**config.mk**
```make
export PLATFORM = sky130hd
export DESIGN_NAME = de_pipe_reg
export DESIGN_NICKNAME = d
export VERILOG_FILES = /design/src/rtl/de_pipe_reg.sv
export SDC_FILE = /design/constraint.sdc
export NUM_CORES = 1
export LEC_CHECK = 0
export BUFFER_PORTS_ARGS = -buffer_cell sky130_fd_sc_hd__buf_2
export CAP_MARGIN = 40
export CELL_PAD_IN_SITES_DETAIL_PLACEMENT = 1
export CELL_PAD_IN_SITES_GLOBAL_PLACEMENT = 1
export CORE_ASPECT_RATIO = 0.75
export CORE_MARGIN = 2
export CORE_UTILIZATION = 38
export CTS_CLUSTER_DIAMETER = 200
export DETAILED_ROUTE_END_ITERATION = 10
export GPL_ROUTABILITY_DRIVEN = 0
export PLACE_DENSITY = 0.76
export SLEW_MARGIN = 15
export SYNTH_ARGS = -nofsm -noshare
export SYNTH_HDL_FRONTEND = slang
export SYNTH_SLANG_ARGS = --single-unit
export TNS_END_PERCENT = 10
```
**constraint.sdc**
```tcl
create_clock -name clk -period 5.45 [get_ports clk]
set_input_delay 1.09 -clock clk [delete_from_list [all_inputs] [get_ports clk]]
set_output_delay 1.09 -clock clk [all_outputs]
set_load 0.02 [all_outputs]
```
**src/rtl/de_pipe_reg.sv**
```systemverilog
// rtl/de_pipe_reg.sv - decode/execute stage register with two-entry skid buffer, flush and stall counter
module de_pipe_reg #(
    parameter int              OP_W   = 6,
    parameter int              DATA_W = 160,
    parameter logic [OP_W-1:0] NOP_OP = 6'b110111,
    parameter int              CNT_W  = 16
) (
    input  logic              clk,
    input  logic              rstd,
    input  logic              flush,
    input  logic              in_valid,
    output logic              in_ready,
    input  logic [OP_W-1:0]   in_op,
    input  logic [DATA_W-1:0] in_data,
    output logic              out_valid,
    input  logic              out_ready,
    output logic [OP_W-1:0]   out_op,
    output logic [DATA_W-1:0] out_data,
    output logic [1:0]        occupancy,
    output logic [CNT_W-1:0]  stall_cnt
);

    typedef enum logic [1:0] {
        EMPTY = 2'd0,
        ONE   = 2'd1,
        FULL  = 2'd2
    } state_e;

    state_e              state_q, state_d;
    logic [OP_W-1:0]     main_op_q, main_op_d;
    logic [DATA_W-1:0]   main_data_q, main_data_d;
    logic [OP_W-1:0]     skid_op_q, skid_op_d;
    logic [DATA_W-1:0]   skid_data_q, skid_data_d;
    logic [CNT_W-1:0]    stall_q, stall_d;
    logic                accept;
    logic                drain;

    // Handshake flags come from registered state only, so in_ready never sees out_ready.
    assign in_ready  = (state_q != FULL);
    assign out_valid = (state_q != EMPTY);
    assign accept    = in_valid & in_ready;
    assign drain     = out_valid & out_ready;

    always_comb begin
        state_d     = state_q;
        main_op_d   = main_op_q;
        main_data_d = main_data_q;
        skid_op_d   = skid_op_q;
        skid_data_d = skid_data_q;
        stall_d     = stall_q;

        case (state_q)
            EMPTY: begin
                if (accept) begin
                    state_d     = ONE;
                    main_op_d   = in_op;
                    main_data_d = in_data;
                end
            end
            ONE: begin
                if (accept && drain) begin
                    main_op_d   = in_op;
                    main_data_d = in_data;
                end else if (accept) begin
                    state_d     = FULL;
                    skid_op_d   = in_op;
                    skid_data_d = in_data;
                end else if (drain) begin
                    state_d = EMPTY;
                end
            end
            FULL: begin
                if (drain) begin
                    state_d     = ONE;
                    main_op_d   = skid_op_q;
                    main_data_d = skid_data_q;
                end
            end
            default: state_d = EMPTY;
        endcase

        if (flush) begin
            state_d = EMPTY;
        end

        // Counts stalled cycles regardless of flush; sticks at all-ones.
        if (out_valid && !out_ready && (stall_q != {CNT_W{1'b1}})) begin
            stall_d = stall_q + 1'b1;
        end
    end

    always_ff @(posedge clk) begin
        if (rstd) begin
            state_q <= EMPTY;
            stall_q <= '0;
        end else begin
            state_q <= state_d;
            stall_q <= stall_d;
        end
    end

    // Payload flops need no reset: they are only observed through the out_valid gate.
    always_ff @(posedge clk) begin
        main_op_q   <= main_op_d;
        main_data_q <= main_data_d;
        skid_op_q   <= skid_op_d;
        skid_data_q <= skid_data_d;
    end

    assign out_op    = out_valid ? main_op_q : NOP_OP;
    assign out_data  = out_valid ? main_data_q : '0;
    assign occupancy = state_q;
    assign stall_cnt = stall_q;

endmodule

```
### Word-level counts from Yosys, hierarchy flattened

Cells that the tools add are included.

* output and inout port bits: 186
* register bits after elaboration: 350
* word-level logic and storage cells: 46
* input port bits: 171

* mux-type cells: 16
* bitwise logic cells: 3
* add/subtract/negate cells: 1
* eq/ne operators: 9
* reductions and logical operators: 11

Operators with widths (count)
* 160-bit two-way mux: 4
* 160-bit case mux with 3 select lines: 1
* 6-bit two-way mux: 4
* 6-bit case mux with 3 select lines: 1
* 16-bit by 1-bit adder with 16-bit output, second input constant: 1
* 16-bit != test, second input constant: 1
* 2-bit two-way mux: 5
* 2-bit != test, second input constant: 5
* 4-bit AND reduction: 2
* 2-bit case mux with 3 select lines: 1
* 1-bit logical AND: 3
* 3-bit != test, second input constant: 1
* 3-bit AND reduction: 1
* 3-bit nonzero test: 1
* 1-bit AND: 2
* 2-bit by 1-bit == test with 1-bit output, second input constant: 1
* 2-bit == test, second input constant: 1
* 2-bit logical NOT: 1
* 2-bit nonzero test: 1
* 2-bit OR reduction: 1
* 1-bit logical NOT: 1
* 1-bit inverter: 1

### Longest topological paths before layout

* word-level depth: 6
* depth in mapped cells: 7
* mapped depth without buffers: 5

### Worst setup path before layout

No wires, ideal clock.

* path type: input port to flip-flop
* start: in in_valid
* end: reg skid_data_q[0], enable pin
* stages: 2
* path buffers: 0
* data arrival time: 5200 ps
* required time: 4903 ps
* setup time: 547 ps
* path slack: -297 ps
* path through: nor2b_1 and3b_1

* word-level cells in the longest chain between the ends: 4

RTL lines
* from (decl): line 11 `input logic in_valid,`
* 1-bit AND (*): line 41 `assign accept = in_valid & in_ready;`
* 1-bit logical AND: line 61 `if (accept && drain) begin`
* 1-bit inverter (no source line)
* 3-bit AND reduction (no source line) (*)
* to (signal assigned): line 107 `skid_data_q <= skid_data_d;`
* to (decl): line 33 `logic [DATA_W-1:0] skid_data_q, skid_data_d;`

Mark *: on every way between the ends. The rest lies on a longest branch, timed or not.
A chain may end at the register's enable or synchronous reset.

### Final worst setup path

* start: reg state_q[0] (netlist: occupancy[0])
* end: out out_data[52]

* word-level cells in the longest chain between the ends: 2

RTL lines
* from (decl): line 29 `state_e state_q, state_d;`
* from (signal assigned): line 97 `state_q <= state_d;`
* 2-bit nonzero test: line 40 `assign out_valid = (state_q != EMPTY);`
* 160-bit two-way mux: line 111 `assign out_data = out_valid ? main_data_q : '0;`
* to (decl): line 18 `output logic [DATA_W-1:0] out_data,`

No other way between the ends.

==> results.json <==
{
  "status": "complete, no violations",
  "startpoint_type": "flop",
  "synth.avg_cell_area_um2": 12.1,
  "ys_seq_area_share_pct": 73.3,
  "htreeDepth": 2,
  "fin_nets": 1687,
  "grt_pass1_vias": 9840,
  "synthXorXnorAreaFrac_pct": 0.621,
  "layout-drive-gt1-share_pct": 28.1,
  "tightest_slew_ns": 0.777,
  "powerDensity_nw_per_um2": 340,
  "synth_edf_count": 332,
  "grt_usage_pct": 18.9,
  "hold_path.class": "reg -> reg",
  "numClockSinks": 350,
  "die_x_um": 226,
  "synthFlopType": "edfxtp_1",
  "cts_hold_buf": 0,
  "vdd_drop_max_v": 0.000248,
  "p_int_mw": 4.71,
  "drt_iter0_drc": 545,
  "grt_setup_unrepaired": "false",
  "grt_max_degree": 108,
  "ys_ff_latch": 350,
  "min_period_over_period_pct": 63.5,
  "area_delta_synth_final_pct": 25.8,
  "drt_pass1_iterations": 4,
  "switchingPower_mw": 1.32,
  "slew_violations": 0,
  "cts_buffer_depth": 3,
  "synth_top_family_by_area": "simple AND/OR/NAND/NOR gates",
  "boundaryPins": 357,
  "design.core.area_um2": 36800,
  "wl_per_cell_um": 18.2,
  "drv_cap": 0,
  "synth-compound-area-share_pct": 1.15,
  "netlist_area_um2": 14100,
  "netlist_instances": 1165,
  "synthAdderAreaFrac_pct": 0.0888,
  "routed_wl_mm": 37.4,
  "dieArea_um2": 38700,
  "setup_viol": 0,
  "hpwlAfterDp_mm": 24.6,
  "ant_nets": 0,
  "clock_power_share_pct": 41.5,
  "antenna_found_initial": 16,
  "clk_pin_slew_ns": 0.06,
  "layout.cells.non_filler": 2054,
  "ys_async_sr_fraction_pct": 0,
  "skew_ns": 0.0126,
  "clock_latency_ns": 0.52,
  "critPathKind": "reg -> out",
  "vias": 9644,
  "synth_cell_types": 41,
  "grt_first_pass_wirelength_mm": 56.2,
  "p_sw_share_pct": 21.9,
  "cts_resized": 0,
  "drc": 0,
  "placementRows": 61,
  "p_seq_share_pct": 51.6,
  "numPortBuffers": 356,
  "fin_crit_ns": 3.46,
  "die_y_um": 171,
  "crit_arrival_ns": 2.37,
  "yosys_warnings": 0,
  "yosys.area_share.simple_pct": 22.8,
  "post_cts_buffers": 0,
  "ff2ff_setup_slack_ns": 2.97,
  "power.leakage_nw": 7.70,
  "final_hold_viol_count": 0,
  "dp.cells": 1978,
  "start_util_pct": 38.3,
  "syn-num-nets": 1337,
  "finalSetupTns_ns": 0,
  "clockRootBuffer": "clkbuf_16",
  "slew_headroom_pct": 48.2,
  "cts_made_buffers": 38,
  "cp_max_fo": 38,
  "cts_tree": "yes",
  "vias_per_cell": 4.70,
  "grt_overflow_total": 0,
  "cp-end-kind": "primary output",
  "synth_mux_area_share_pct": 0.0710,
  "share_comb_of_total_power_pct": 6.8,
  "critPathRequiredTime_ns": 4.36,
  "max_freq_mhz": 289
}
sequential cells by signal, summed over array words and instances, names as in the netlist:
register and cells:
skid_data_q 160, main_op_q 6, occupancy 2, main_data_q 160, skid_op_q 6, stall_cnt 16
Yosys cell counts, drive strengths merged (2+ instances only):
| master | instances | share of area, % |
|---|---|---|
| a2111oi | 2 | 0.30 |
| a211oi | 4 | 0.21 |
| a21oi | 9 | 0.32 |
| and2 | 163 | 7.3 |
| and3 | 2 | 0.089 |
| and4 | 2 | 0.14 |
| buf | 13 | 0.51 |
| clkbuf | 48 | 1.3 |
| dfxtp | 18 | 2.6 |
| edfxtp | 332 | 71 |
| inv | 5 | 0.13 |
| nand2 | 503 | 13 |
| nand2b | 5 | 0.22 |
| nand3 | 3 | 0.11 |
| nand4 | 5 | 0.43 |
| nor2 | 17 | 0.45 |
| nor2b | 2 | 0.089 |
| nor3 | 5 | 0.26 |
| nor3b | 2 | 0.11 |
| o21ai | 2 | 0.071 |
| or3 | 2 | 0.089 |
| xnor2 | 10 | 0.62 |
layer usage:
| metal | track usage [%] | wire length, um | vias to the layer above |
|---|---|---|---|
| li1 | - | - | 4600 |
| met1 | 24.6 | 16000 | 4698 |
| met2 | 31.1 | 17800 | 263 |
| met3 | 5.67 | 2790 | 65 |
| met4 | 4.66 | 703 | 18 |
| met5 | 0 | 105 | - |
layout make-up:
class | instances | area (um2)
Tap cell | 504 | 631
Clock inverter | 17 | 124
Fill cell | 4026 | 19100
Multi-Input combinational cell | 748 | 3510
Clock buffer | 50 | 1080
Timing Repair Buffer | 371 | 2000
Inverter | 6 | 27.5
Antenna cell | 8 | 20.0
Sequential cell | 350 | 10300
worst paths after layout:
kind / to / depth (start not counted) / from
max: out_data[52] / 4 / occupancy[0]
min: main_data_q[140] / 2 / skid_data_q[140]
max reg2reg: main_data_q[84] / 7 / occupancy[1]
min reg2reg: main_data_q[140] / 2 / skid_data_q[140]
placed cells by master (no fill, tap or decap), types with 2 or more instances in the layout:
cell type	n
edfxtp_1	332
nor3b_1	2
bufinv_16	2
nand4_1	3
inv_1	5
clkbuf_16	41
nand2b_1	5
nand4_4	2
a21oi_1	9
dfxtp_1	18
or3_1	2
nand2_1	503
and2_1	162
a211oi_1	4
buf_4	8
buf_2	356
buf_16	3
diode_2	8
nand3_1	3
clkbuf_1	7
o21ai_0	2
and3_1	2
xnor2_1	10
clkinv_2	4
buf_12	4
clkinv_1	10
clkbuf_8	2
nor3_1	4
nor2_1	17
critical path, stage by stage, from the launching register on:
cell	delay [ns]
dfxtp_1	0.51
or2_4	0.46
buf_4	0.42
and2_1	0.24
buf_2	0.18
through the flow:
stage	hold slack, ns	power (mW)	area (um2)	setup WS (ns)	util [%]
2_1_floorplan	0.484	3.39	14100	0.100	-
5_1_grt	0.524	6.26	17700	1.80	48.1
4_1_cts	0.507	6.13	17700	1.91	48.1
3_5_place_dp	0.494	3.59	16500	2.26	44.8
3_3_place_gp	0.490	3.57	16400	2.06	44.5
6_report	0.500	6.03	17700	1.99	48.2
logic make-up (layout without fill, tap and decap cells):
| group | after synthesis | count (layout) |
|---|---|---|
| flip-flops | 350 | 350 |
| AO/OA/AOI/OAI | 21 | 21 |
| XOR/XNOR | 10 | 10 |
| other | 0 | 8 |
| AND/OR/NAND/NOR | 715 | 715 |
| adder cells (fa/ha/maj) | 1 | 1 |
| buffers and inverters | 67 | 444 |
| multiplexers | 1 | 1 |
power by group through the flow:
stage               Clock (mW)  Sequential (mW)  Combinational, mW
CTS                       2.59             3.12              0.420
finish                    2.51             3.11              0.413
floorplan                    0             3.17              0.218
global placement             0             3.17              0.400
detailed placement           0             3.17              0.417
global route              2.68             3.12              0.455
Power figures use the tool's default switching activity.
